File: config.mk
export PLATFORM = sky130hd
export DESIGN_NAME = alu_op_instr_encoder
export DESIGN_NICKNAME = d
export VERILOG_FILES = /design/src/rtl/alu_op_instr_encoder_pkg.sv /design/src/rtl/alu_op_instr_encoder_instr_word_encoder.sv /design/src/rtl/alu_op_instr_encoder.sv
export SDC_FILE = /design/constraint.sdc
export NUM_CORES = 1
export LEC_CHECK = 0
export BUFFER_PORTS_ARGS = -buffer_cell sky130_fd_sc_hd__buf_2
export CAP_MARGIN = 20
export CORE_MARGIN = 1
export CORE_UTILIZATION = 25
export CTS_CLUSTER_SIZE = 12
export DETAILED_ROUTE_END_ITERATION = 8
export GPL_TIMING_DRIVEN = 0
export MAX_ROUTING_LAYER = met4
export PLACE_DENSITY = 0.51
export SYNTH_ARGS = -nofsm -noshare
export SYNTH_HDL_FRONTEND = slang
export SYNTH_SLANG_ARGS = --single-unit
export TNS_END_PERCENT = 100
File: constraint.sdc
create_clock -name clk -period 2.7 [get_ports clk]
set_clock_uncertainty 0.15 [all_clocks]
set_input_delay 0.135 -clock clk [delete_from_list [all_inputs] [get_ports clk]]
set_output_delay 0.135 -clock clk [all_outputs]
set_load 0.005 [all_outputs]
File: src/rtl/alu_op_instr_encoder_pkg.sv
// Shared definitions for the ALU-op instruction encoder: RV32I opcodes, funct fields,
// the 4-bit ALU operation codes agreed with ALU control, and the loader FSM states.
package alu_op_instr_encoder_pkg;

    typedef enum logic [3:0] {
        ALU_ADD = 4'b0000,
        ALU_SUB = 4'b0001,
        ALU_LUI = 4'b0010,
        ALU_OR  = 4'b0011,
        ALU_SLL = 4'b0100,
        ALU_SRL = 4'b0101
    } alu_op_e;

    localparam logic [6:0] OPC_R   = 7'b0110011;
    localparam logic [6:0] OPC_I   = 7'b0010011;
    localparam logic [6:0] OPC_LUI = 7'b0110111;

    localparam logic [2:0] F3_ADD_SUB = 3'b000;
    localparam logic [2:0] F3_SLL     = 3'b001;
    localparam logic [2:0] F3_SRL     = 3'b101;
    localparam logic [2:0] F3_OR      = 3'b110;

    localparam logic [6:0] F7_BASE = 7'b0000000;
    localparam logic [6:0] F7_SUB  = 7'b0100000;

    typedef enum logic [1:0] {
        ST_LOAD,
        ST_WRITE,
        ST_FULL,
        ST_DONE
    } enc_state_e;

    function automatic logic [31:0] rTypeWord(input logic [6:0] f7, input logic [4:0] rs2,
                                              input logic [4:0] rs1, input logic [2:0] f3,
                                              input logic [4:0] rd);
        return {f7, rs2, rs1, f3, rd, OPC_R};
    endfunction

    // Shift immediates reuse this with {funct7, shamt} as the 12-bit field.
    function automatic logic [31:0] iTypeWord(input logic [11:0] imm12, input logic [4:0] rs1,
                                              input logic [2:0] f3, input logic [4:0] rd);
        return {imm12, rs1, f3, rd, OPC_I};
    endfunction

endpackage

File: src/rtl/alu_op_instr_encoder_instr_word_encoder.sv
// Combinational encoder: ALU request fields in, 32-bit RV32I word plus legality flag out.
module instr_word_encoder (
    input  logic [3:0]  alu_op_i,
    input  logic        imm_sel_i,
    input  logic [4:0]  rd_i,
    input  logic [4:0]  rs1_i,
    input  logic [4:0]  rs2_i,
    input  logic [19:0] imm_i,
    output logic [31:0] word_o,
    output logic        legal_o
);
    import alu_op_instr_encoder_pkg::*;

    always_comb begin
        word_o  = '0;
        legal_o = 1'b0;
        case (alu_op_i)
            ALU_ADD: begin
                legal_o = 1'b1;
                word_o  = imm_sel_i ? iTypeWord(imm_i[11:0], rs1_i, F3_ADD_SUB, rd_i)
                                    : rTypeWord(F7_BASE, rs2_i, rs1_i, F3_ADD_SUB, rd_i);
            end
            ALU_SUB: begin
                legal_o = ~imm_sel_i;
                word_o  = rTypeWord(F7_SUB, rs2_i, rs1_i, F3_ADD_SUB, rd_i);
            end
            ALU_LUI: begin
                legal_o = 1'b1;
                word_o  = {imm_i, rd_i, OPC_LUI};
            end
            ALU_OR: begin
                legal_o = imm_sel_i;
                word_o  = iTypeWord(imm_i[11:0], rs1_i, F3_OR, rd_i);
            end
            // Upper shift-immediate bits are dropped, not flagged.
            ALU_SLL: begin
                legal_o = imm_sel_i;
                word_o  = iTypeWord({F7_BASE, imm_i[4:0]}, rs1_i, F3_SLL, rd_i);
            end
            ALU_SRL: begin
                legal_o = imm_sel_i;
                word_o  = iTypeWord({F7_BASE, imm_i[4:0]}, rs1_i, F3_SRL, rd_i);
            end
            default: begin
                legal_o = 1'b0;
                word_o  = '0;
            end
        endcase
    end

endmodule

File: src/rtl/alu_op_instr_encoder.sv
// Program loader: accepts ALU requests, encodes them and writes one word every two cycles
// into instruction memory starting at BASE_ADDR, stopping at DEPTH words or on finish.
module alu_op_instr_encoder #(
    parameter int unsigned DEPTH     = 64,
    parameter logic [31:0] BASE_ADDR = 32'h0040_0000,
    localparam int unsigned CW       = $clog2(DEPTH + 1)
) (
    input  logic          clk,
    input  logic          rst_n,
    input  logic          start_i,
    input  logic          finish_i,
    input  logic          req_valid_i,
    output logic          req_ready_o,
    input  logic [3:0]    alu_op_i,
    input  logic          imm_sel_i,
    input  logic [4:0]    rd_i,
    input  logic [4:0]    rs1_i,
    input  logic [4:0]    rs2_i,
    input  logic [19:0]   imm_i,
    output logic          mem_we_o,
    output logic [31:0]   mem_addr_o,
    output logic [31:0]   mem_wdata_o,
    output logic [CW-1:0] count_o,
    output logic          err_o,
    output logic [7:0]    err_cnt_o,
    output logic          full_o,
    output logic          done_o
);
    import alu_op_instr_encoder_pkg::*;

    enc_state_e    state_q, state_d;
    logic [CW-1:0] count_q, count_d;
    logic [7:0]    errCnt_q, errCnt_d;
    logic          err_q, err_d;
    logic [31:0]   word_q, word_d;
    logic          finSeen_q, finSeen_d;

    logic [31:0]   encWord;
    logic          encLegal;

    instr_word_encoder u_encoder (
        .alu_op_i  (alu_op_i),
        .imm_sel_i (imm_sel_i),
        .rd_i      (rd_i),
        .rs1_i     (rs1_i),
        .rs2_i     (rs2_i),
        .imm_i     (imm_i),
        .word_o    (encWord),
        .legal_o   (encLegal)
    );

    always_ff @(posedge clk or negedge rst_n) begin
        if (!rst_n) begin
            state_q   <= ST_LOAD;
            count_q   <= '0;
            errCnt_q  <= '0;
            err_q     <= 1'b0;
            word_q    <= '0;
            finSeen_q <= 1'b0;
        end else begin
            state_q   <= state_d;
            count_q   <= count_d;
            errCnt_q  <= errCnt_d;
            err_q     <= err_d;
            word_q    <= word_d;
            finSeen_q <= finSeen_d;
        end
    end

    // finish_i arriving with a legal request is remembered so the word lands before DONE.
    always_comb begin
        state_d   = state_q;
        count_d   = count_q;
        errCnt_d  = errCnt_q;
        err_d     = 1'b0;
        word_d    = word_q;
        finSeen_d = finSeen_q;
        case (state_q)
            ST_LOAD: begin
                if (req_valid_i) begin
                    if (encLegal) begin
                        word_d    = encWord;
                        finSeen_d = finish_i;
                        state_d   = ST_WRITE;
                    end else begin
                        err_d = 1'b1;
                        if (errCnt_q != 8'hFF) begin
                            errCnt_d = errCnt_q + 8'd1;
                        end
                        if (finish_i) begin
                            state_d = ST_DONE;
                        end
                    end
                end else if (finish_i) begin
                    state_d = ST_DONE;
                end
            end
            ST_WRITE: begin
                count_d   = count_q + CW'(1);
                finSeen_d = 1'b0;
                if (count_d == CW'(DEPTH)) begin
                    state_d = ST_FULL;
                end else if (finSeen_q || finish_i) begin
                    state_d = ST_DONE;
                end else begin
                    state_d = ST_LOAD;
                end
            end
            ST_FULL, ST_DONE: begin
                if (start_i) begin
                    state_d  = ST_LOAD;
                    count_d  = '0;
                    errCnt_d = '0;
                end
            end
            default: state_d = ST_LOAD;
        endcase
    end

    assign req_ready_o = (state_q == ST_LOAD);
    assign mem_we_o    = (state_q == ST_WRITE);
    assign mem_addr_o  = BASE_ADDR + (32'(count_q) << 2);
    assign mem_wdata_o = word_q;
    assign count_o     = count_q;
    assign err_o       = err_q;
    assign err_cnt_o   = errCnt_q;
    assign full_o      = (count_q == CW'(DEPTH));
    assign done_o      = (state_q == ST_DONE);

endmodule

==> results of run 1 <==
[how the worst max path moves through the flow]
stage,cells past startpoint,from,to,slack [ns]
after CTS,3,count_o[4]$_DFFE_PN0P_,full_o,0.51
after global routing,3,count_o[3]$_DFFE_PN0P_,full_o,0.47
final,3,count_o[3]$_DFFE_PN0P_,full_o,0.54
after detailed placement,4,state_q[1]$_DFFE_PN0P_,err_cnt_o[6]$_DFFE_PN0P_,0.67
after global placement,4,state_q[1]$_DFFE_PN0P_,err_cnt_o[3]$_DFFE_PN0P_,0.64
after floorplan,6,state_q[0]$_DFFE_PN0P_,err_cnt_o[3]$_DFFE_PN0P_,0.89
[state kept, by name, indices dropped and copies added, names as in the netlist]
name and cells:
count_o 7, err_cnt_o 8, err_o 1, finSeen_q 1, mem_wdata_o 28, state_q 2
[through the flow]
stage               area (sq um)  setup WS [ns]  util (%)  cells  power [W]
global route                4074         0.4674     35.53    610   0.003276
detailed placement          3745         0.6700     32.66    588   0.002251
finish                      4074         0.5432     35.53    610   0.003054
CTS                         4074         0.5128     35.53    610   0.003087
floorplan                   3060         0.8852         -    347   0.001743
global placement            3725         0.6377     32.48    587   0.002231
[cell usage in the layout, fill, tap and decap left out, drive strengths merged, types with 3 or more instances in the layout]
master | synthesis | final
a21oi | 7 | 7
o21ai | 47 | 47
nand3 | 11 | 11
nor2 | 14 | 14
ha | 3 | 3
o31ai | 3 | 3
a22oi | 7 | 7
a31oi | 7 | 7
nor3 | 7 | 7
buf | 46 | 144
nand2b | 6 | 6
conb | 2 | 27
nor2b | 4 | 4
o311ai | 3 | 3
o211ai | 4 | 4
clkbuf | 12 | 18
mux2 | 4 | 4
dfrtp | 47 | 47
nand2 | 26 | 26
a222oi | 5 | 5
dlygate4sd3 | 0 | 14
inv | 6 | 6
o22ai | 4 | 4
a221o | 6 | 6
nand4 | 3 | 3
and3 | 6 | 6
[layout make-up]
class / instances / share of cell area (%)
Clock buffer: 6 / 3.163
Multi-Input combinational cell: 236 / 36.21
Buffer: 58 / 9.490
Inverter: 6 / 0.5528
Clock inverter: 2 / 1.474
Tap cell: 143 / 4.392
Sequential cell: 47 / 28.87
Timing Repair Buffer: 112 / 15.85
[routing by layer]
metal  vias up  track usage (%)  share of wire (%)
met4         0            3.733               0.88
met3         6            3.226                7.4
met5         -                -                  0
met2       145            24.27                 46
li1       1420                -                  -
met1      1409            19.45                 46
[power by group]
| group | switching (W) | total [W] | internal [W] |
|---|---|---|---|
| clock network | 0.000276 | 0.000808 | 0.000532 |
| logic | 0.000596 | 0.00114 | 0.000548 |
| registers | 0.000161 | 0.00110 | 0.000940 |
[critical path, delay by kind of cell (launching register included)]
family / cells / cell delay (ns)
simple gates: 2 / 0.98
buf+inv: 1 / 0.16
flops: 1 / 0.45
[cells by family (layout without fill, tap and decap cells)]
| kind of cell | Yosys count | after routing |
|---|---|---|
| mux | 5 | 5 |
| compound gates | 107 | 107 |
| other cells | 2 | 27 |
| simple gates | 91 | 91 |
| fa+ha+maj | 3 | 3 |
| xor+xnor | 3 | 3 |
| flops | 47 | 47 |
| buf+inv | 64 | 184 |
==> results by group, run 1 <==
Clocking
  – Max Root-Sink Buffers: 2
  – CTS tree: done
  – CTS Root Cell: clkbuf_16
  – CTS Buf Count: 5
  – Clk Latency, worst-skew pair: 0.29 ns
  – Clock slew at reported path FFs: approximately 0.07 ns
  – H-tree levels: 2
  – PostCTS Resize Cnt: 0
  – # clock sinks: 47
  – Setup repair bufs after CTS: 0
  – Post-CTS Hold Buffers: 14

Outcome
  – Status: complete, no violations

Place
  – GP Congestion: 0.7958
  – Buffers on Ports: 97
  – DP HPWL: 6847 microns

Critical path
  – Crit path kind: flop to output pin
  – Worst Path Arrival: 1.87 ns
  – Worst Path Required: 2.41 ns
  – Worst r2r dst: err_cnt_o[6]$_DFFE_PN0P_
  – Cell breakdown of the critical path: or4b_2, nor3b_1, buf_2
  – Slowest cell on crit path: or4b_2
  – Critical Path End Type: output pin
  – Worst path max stage delay: 0.72 ns
  – Reg2Reg Depth: 4
  – Nature of the critical path startpoint: flop
  – FF-to-FF setup slack: 0.59 ns
  – Reg2reg start: state_q[1]$_DFFE_PN0P_
  – Crit Path Max Fanout: 8

Logic synthesis
  – Syn Area/Cell: approximately 9.2 sq um
  – Mux cell area share after synthesis: 1.856%
  – Compound-Gate Fraction of Synth Area: between 20% and 30%
  – Post-synthesis xor/xnor area fraction: 1.139%
  – Post-synth top cells: dfrtp_1, o21ai_0, buf_4
  – Synth area leaders: dfrtp_1, buf_4, o21ai_0
  – Post-Synth Simple-Gate Area: 17.00%
  – Largest family of logic cells by synthesized area: compound AO/OA/AOI/OAI gates
  – Number of synthesized flops with an enable pin: 0
  – Yosys warning count: 0
  – Most frequent cell after synthesis: dfrtp_1
  – Post-Syn Area: ~0.0030 sq mm
  – Synth Area in Adders: 1.265%
  – Main synth FF type: dfrtp_1
  – Synth top area share: between 30% and 40%
  – Synth Register Bits: 47
  – Synth area leader: dfrtp_1
  – Number of library cell types mapped by synthesis: 59
  – Synth async-reset ratio: between 90% and 100%
  – Register area share after synthesis: 39.65%
  – Post-Synthesis Cells: 322

Worst hold path
  – Hold EP: mem_wdata_o[17]$_DFFE_PN0P_
  – HP Start: rs1_i[2]
  – Hold WC Path Type: primary input to flop
  – Hold path depth: 3

Global route
  – Number of global-route vias before repair: 2823
  – Global-route wire length before repair: 14690 microns
  – Congestion Overflow GR: 0
  – Gr usage total: between 10% and 20%
  – Initial antenna violation count: 0
  – Largest net degree at the start of global routing: 30

Routing
  – Vias/cell: 4.885
  – Pre-Repair DR Iteration Count: 5
  – Final wirelength: 9117 microns
  – Routed wire per std cell: 14.95 microns
  – Via total after detailed routing: 2980
  – Post-route ant nets: 0
  – Initial DRC count: 229
  – DRC errors left: 0

Floorplanning
  – Io pins: 129
  – Die height: 110.9 microns
  – Die Area: 0.01231 sq mm
  – Initial core utilization: 25.87%
  – Total core area: ~0.011 sq mm
  – Width of the die: 110.9 microns
  – FP Rows: 39

STA
  – Fin Hold WS: 0.006288 ns
  – TNS Setup: 0 ns
  – Final setup fails: 0
  – Worst slew pin tran: 0.8338 ns
  – Period utilization: 79.88%
  – Rel. slew slack: 44.42%
  – Maximum clock rate: 0.4637 GHz
  – Minimum clock period: 2.157 ns
  – Final Slew Violations: 0
  – Unrepaired setup endpoints after global routing: no
  – Endpoints failing hold: 0

Finish
  – Fill cells: 1181
  – Multi-input combinational cell area: 0.001475 sq mm
  – Final #Nets: 514
  – Area Overhead vs Synth: 37.33%
  – Layout cell share with drive strength beyond 1: between 30% and 40%
  – Register Area: between 0.001 and 0.0015 sq mm
  – Diodes inserted: 0

Power and ir drop
  – Leak: 2.036 nW
  – Maximum VDD drop: 0.0003678 V
  – Power per cell area: 749.6 mW/mm^2

Flow run
  – Max cap viols: 0
No activity file was read; power rests on OpenSTA's default activity.
==> inputs of run 2 (changes only) <==
==> constraint.sdc (replaced) <==
create_clock -name clk -period 2 [get_ports clk]
set_clock_uncertainty 0.15 [all_clocks]
set_input_delay 0.1 -clock clk [delete_from_list [all_inputs] [get_ports clk]]
set_output_delay 0.1 -clock clk [all_outputs]
set_load 0.005 [all_outputs]
==> run 2 against run 1 <==
The run now ends with hold timing left. Critical path type is now flop to flop. Via count grew 0.60%. Cell area grew 4.4%. Sequential power grew 36%. Critical endpoint is now err_cnt_o[6]$_DFFE_PN0P_. Largest power group unchanged.
==> results by group, run 2 (synthesized netlist as in run 1, its figures left out) <==
Clocking
  – # clock sinks: between 40 and 50
  – Clk Latency, worst-skew pair: 0.28 ns
  – CTS Buf Count: 5
  – H-tree levels: 2
  – CTS Root Cell: clkbuf_16
  – Max Root-Sink Buffers: 2
  – CTS tree: done
  – Clock slew at reported path FFs: approximately 0.07 ns

Global route
  – Gr usage total: 15.31%
  – Number of global-route vias before repair: 2855
  – Largest net degree at the start of global routing: 30
  – Congestion Overflow GR: 0
  – Initial antenna violation count: 0
  – Global-route wire length before repair: roughly 15000 microns

Routing
  – DRC errors left: 0
  – Post-route ant nets: 0
  – Via total after detailed routing: 2998
  – Initial DRC count: 245
  – Vias/cell: about 4.8
  – Pre-Repair DR Iteration Count: 5
  – Final wirelength: 9239 microns
  – Routed wire per std cell: 14.81 microns

STA
  – Final setup fails: 0
  – Minimum clock period: 1.913 ns
  – TNS Setup: 0 ns
  – Rel. slew slack: 44.28%
  – Fin worst setup slack: 0.08704 ns
  – Final Slew Violations: 0
  – Endpoints failing hold: 1
  – Worst slew pin tran: 0.8358 ns
  – Period utilization: between 90 and 100%
  – Maximum clock rate: 0.5228 GHz
  – Fin Hold WS: -0.005506 ns

Floorplanning
  – Die Area: 0.01231 sq mm
  – Io pins: 129
  – FP Rows: 39
  – Total core area: 0.01147 sq mm
  – Initial core utilization: 25.87%
  – Die height: 110.9 microns
  – Width of the die: 110.9 microns

Finish
  – Area Overhead vs Synth: 43.32%
  – Layout cell share with drive strength beyond 1: between 30% and 40%
  – Fill cells: 1177
  – Fin util: 37.08%
  – Largest register FFs: 28
  – Multi-input combinational cell area: roughly 0.0015 sq mm
  – Most frequent cells in the layout: buf_2, dfrtp_1, buf_4, o21ai_0, conb_1
  – Register Area: roughly 0.0012 sq mm
  – Diodes inserted: 0
  – Final #Nets: around 530
  – Most common cell after layout, fill and taps aside: buf_2

Worst hold path
  – Hold path depth: 3
  – Hold WC Path Type: primary input to flop

Critical path
  – Reg2Reg Depth: 5
  – Worst Path Arrival: between 1.5 and 2 ns
  – Crit path kind: flop to flop
  – Crit Path Max Fanout: 7
  – Critical Path End Type: flop
  – Worst Path Required: 2.00 ns
  – Nature of the critical path startpoint: flop

Place
  – Placement Setup Slack: -0.02997 ns
  – Buffers on Ports: 97
  – GP Congestion: a little under 0.8
  – DP HPWL: 6847 microns

Power and ir drop
  – Final Power: 0.004224 W
  – Leak: 2.108 nW
  – Clock share of power: 25.8%
  – Psw: about 0.0014 W
  – Power per cell area: between 900 and 1000 mW/mm^2
  – Maximum VDD drop: 0.0004974 V
  – Combinational share of power: 38.8%
  – Internal: 0.002802 W
  – Sequential share of power: a little over a third
  – Sw Share: 33.66%

Flow run
  – Max cap viols: 0

Outcome
  – Failing checks: hold timing
  – Status: finished, violations left
## run 2: cell count changes in the layout (fill, tap and decap cells not counted), sizes merged
cell,change
clkbuf,-2
dlygate4sd3,+11
buf,+5
## run 2: layout make-up
type                            instances  share of cell area, %
Buffer                                 57                  9.270
Clock buffer                            6                  3.031
Clock inverter                          2                  1.413
Inverter                                6                 0.5297
Multi-Input combinational cell        236                  35.34
Sequential cell                        47                  27.72
Tap cell                              143                  4.208
Timing Repair Buffer                  127                  18.48
## run 2: routing by layer
layer	vias up	global-route usage (%)	part of all wire, %
met5	-	-	0
met4	0	4.267	1.4
li1	1447	-	-
met1	1393	19.97	46
met2	150	24.27	45
met3	8	2.843	7.3
## run 2: timing repair
item                                    CTS  global route
hold buffers                             25             0
hold endpoints to repair                 40             0
setup buffers                             0             4
pin swaps                                 1             2
gates resized for setup                   6            19
endpoints found under the setup margin   10            29
## run 2: worst paths after layout
path	start	end	slack, ns
max	state_q[0]$_DFFE_PN0P_	err_cnt_o[6]$_DFFE_PN0P_	0.09
min	rs1_i[3]	mem_wdata_o[18]$_DFFE_PN0P_	-0.006
max reg2reg	state_q[0]$_DFFE_PN0P_	err_cnt_o[6]$_DFFE_PN0P_	0.09
min reg2reg	mem_wdata_o[18]$_DFFE_PN0P_	mem_wdata_o[18]$_DFFE_PN0P_	0.35
max in group asynchronous	rst_n	count_o[3]$_DFFE_PN0P_	0.99
min in group asynchronous	rst_n	mem_wdata_o[4]$_DFFE_PN0P_	0.16
## run 2: power by group through the flow
stage                     Clock, W  Combinational, W  Sequential [W]
after global routing       0.00115           0.00183         0.00155
final                      0.00109           0.00164         0.00150
after detailed placement         0           0.00154         0.00150
after floorplan                  0          0.000851         0.00150
after global placement           0           0.00152         0.00150
after CTS                  0.00112           0.00158         0.00149
## run 2: through the flow
stage | area, sq um | cells
finish | 4252 | 624
global route | 4252 | 624
CTS | 4197 | 621
detailed placement | 3745 | 588
global placement | 3725 | 587
floorplan | 3060 | 347
## run 2: critical path: stages, from the launching register on
cell and delay [ns]:
dfrtp_1 0.40, buf_6 0.14, or3b_4 0.42, a221oi_4 0.37, a31o_2 0.22, a31oi_1 0.08
==> inputs of run 3 (changes only) <==
--- a/config.mk
+++ b/config.mk
@@ -9,6 +9,7 @@
 export CAP_MARGIN = 20
 export CORE_MARGIN = 1
 export CORE_UTILIZATION = 25
+export CTS_BUF_LIST = sky130_fd_sc_hd__clkbuf_4 sky130_fd_sc_hd__clkbuf_8 sky130_fd_sc_hd__clkbuf_16
 export CTS_CLUSTER_SIZE = 12
 export DETAILED_ROUTE_END_ITERATION = 8
 export GPL_TIMING_DRIVEN = 0
==> run 3 against run 2 <==
The flow still finishes with violations (hold timing). First-iteration DRC count is 1.2% higher. Global-route usage did not move. Cell area about the same. Routed wire length about the same. Utilization barely moved. Count of clock-buffer cells in the layout did not move. Critical endpoint unchanged. Largest power group unchanged. Maximum frequency hardly changed. Non-clock buffer count did not move. Sequential share of layout area is essentially flat.
==> results by group, run 3 (synthesized netlist as in run 1, its figures left out) <==
Outcome
  – Status: finished, violations left
  – Failing checks: hold timing

Routing
  – Post-route ant nets: 0
  – DRC errors left: 0
  – Routed wire per std cell: 14.81 microns
  – Initial DRC count: 248
  – Pre-Repair DR Iteration Count: 5
  – Via total after detailed routing: 2999
  – Final wirelength: 9240 microns
  – Vias/cell: a little under 5

Finish
  – Final Non-Filler Cells: 624
  – Most common cell after layout, fill and taps aside: buf_2
  – Largest register FFs: 28
  – Most frequent cells in the layout: buf_2, dfrtp_1, buf_4, o21ai_0, conb_1
  – Fill cells: between 1000 and 1500
  – Layout cell share with drive strength beyond 1: 37.21%
  – Area Overhead vs Synth: 43.44%
  – Diodes inserted: 0
  – Fin util: a little under two fifths
  – Final #Nets: 528

Global route
  – Initial antenna violation count: 0
  – Congestion Overflow GR: 0
  – Largest net degree at the start of global routing: 30
  – Gr usage total: 15.31%
  – Global-route wire length before repair: ~15000 microns
  – Number of global-route vias before repair: ~2900

Place
  – DP HPWL: just under 7000 microns
  – GP Congestion: 0.7958
  – Placed cells: roughly 590
  – Buffers on Ports: slightly below 100

STA
  – Maximum clock rate: 0.5231 GHz
  – Period utilization: 95.58%
  – TNS Setup: 0 ns
  – Endpoints failing hold: 1
  – Worst slew pin tran: 0.8339 ns
  – Final Slew Violations: 0
  – Final setup fails: 0
  – Minimum clock period: 1.912 ns
  – Rel. slew slack: 44.41%
  – Fin Hold WS: -0.006885 ns

Floorplanning
  – Total core area: 0.01147 sq mm
  – Io pins: between 100 and 150
  – Initial core utilization: 25.87%
  – Die Area: approximately 0.012 sq mm
  – Width of the die: 110.9 microns
  – FP Rows: 39
  – Die height: 110.9 microns

Critical path
  – Critical Path End Type: flop
  – Worst path max stage delay: 0.42 ns
  – Reg2reg start: state_q[0]$_DFFE_PN0P_
  – Crit Path Max Fanout: 7
  – Worst r2r dst: err_cnt_o[6]$_DFFE_PN0P_
  – Reg2Reg Depth: 5
  – Slowest cell on crit path: or3b_4
  – FF-to-FF setup slack: 0.09 ns
  – Nature of the critical path startpoint: flop
  – Cell breakdown of the critical path: buf_6, or3b_4, a221oi_4, a31o_2, a31oi_1
  – Worst Path Arrival: roughly 1.9 ns
  – Crit path kind: flop to flop
  – Worst Path Required: 2.00 ns

Clocking
  – H-tree levels: 2
  – CTS Root Cell: clkbuf_16
  – CTS tree: done
  – Clock slew at reported path FFs: 0.07 ns
  – Clk Latency, worst-skew pair: 0.28 ns
  – # clock sinks: 47
  – Max Root-Sink Buffers: 2
  – CTS Buf Count: 5

Power and ir drop
  – Clock share of power: 26.0%
  – Psw: 0.001422 W
  – Internal: 0.002816 W
  – Combinational share of power: 38.6%
  – Sw Share: 33.55%
  – Power per cell area: 995.8 mW/mm^2
  – Maximum VDD drop: 0.0004974 V
  – Sequential share of power: 35.4%
  – Leak: about 2.1 nW

Worst hold path
  – Hold WC Path Type: primary input to flop
  – Hold path depth: 3
  – HP Start: rs1_i[3]
  – Hold EP: mem_wdata_o[18]$_DFFE_PN0P_

Flow run
  – Max cap viols: 0
==> run 3: cell count changes in the layout (fill, tap and decap cells not counted) <==
cell      before  now
clkbuf_4       1    2
clkbuf_1      10    9
==> run 3: stage by stage <==
stage          power (W)  setup slack, ns  area [sq um]
5_1_grt         0.004540       -0.0002813          4255
3_3_place_gp    0.003013         -0.06232          3725
4_1_cts         0.004202          0.01182          4200
3_5_place_dp    0.003038         -0.02997          3745
2_1_floorplan   0.002353           0.1852          3060
6_report        0.004237          0.08842          4255
==> run 3: repair_timing <==
item	4_1_cts	5_1_grt
hold buffers	25	0
endpoints found under the setup margin	10	29
endpoints found under the hold margin	40	0
gates resized for setup	6	19
pin swaps	1	2
buffers inserted	0	4
==> run 3: how the worst max path moves through the flow <==
| stage | from | slack (ns) | endpoint | cells after the start |
|---|---|---|---|---|
| after floorplan | state_q[0]$_DFFE_PN0P_ | 0.19 | err_cnt_o[3]$_DFFE_PN0P_ | 6 |
| after global placement | state_q[1]$_DFFE_PN0P_ | -0.06 | err_cnt_o[3]$_DFFE_PN0P_ | 4 |
| after detailed placement | state_q[1]$_DFFE_PN0P_ | -0.03 | err_cnt_o[6]$_DFFE_PN0P_ | 4 |
| after CTS | state_q[0]$_DFFE_PN0P_ | 0.01 | count_o[5]$_DFFE_PN0P_ | 7 |
| after global routing | state_q[0]$_DFFE_PN0P_ | -0.0003 | err_cnt_o[4]$_DFFE_PN0P_ | 5 |
| final | state_q[0]$_DFFE_PN0P_ | 0.09 | err_cnt_o[6]$_DFFE_PN0P_ | 5 |
==> run 3: final cells by class <==
type	count	area, sq um	area share [%]
Multi-Input combinational cell	236	1503	35.31
Sequential cell	47	1179	27.70
Inverter	6	22.52	0.5293
Timing Repair Buffer	127	785.8	18.47
Tap cell	143	178.9	4.205
Buffer	57	394.1	9.262
Clock inverter	2	60.06	1.411
Clock buffer	6	132.6	3.117
==> run 3: power by group through the flow <==
stage                     combinational [W]  sequential, W  clock, W
final                               0.00164        0.00150   0.00110
after global routing                0.00183        0.00155   0.00116
after CTS                           0.00158        0.00149   0.00113
after detailed placement            0.00154        0.00150         0
after global placement              0.00152        0.00150         0
after floorplan                    0.000851        0.00150         0
==> run 3: layer usage <==
layer / GRT usage (%) / vias to the layer above / share of wire [%]
met5: - / - / 0
met4: 4.267 / 0 / 1.4
met3: 2.843 / 8 / 7.0
met2: 24.27 / 146 / 46
met1: 19.97 / 1398 / 46
li1: - / 1447 / -
==> run 3: worst max-delay path, delay by kind of cell, from the launching register on <==
kind | cells | cell delay [ns]
flip-flops | 1 | 0.40
AO/OA/AOI/OAI | 3 | 0.67
buffers and inverters | 1 | 0.14
AND/OR/NAND/NOR | 1 | 0.42
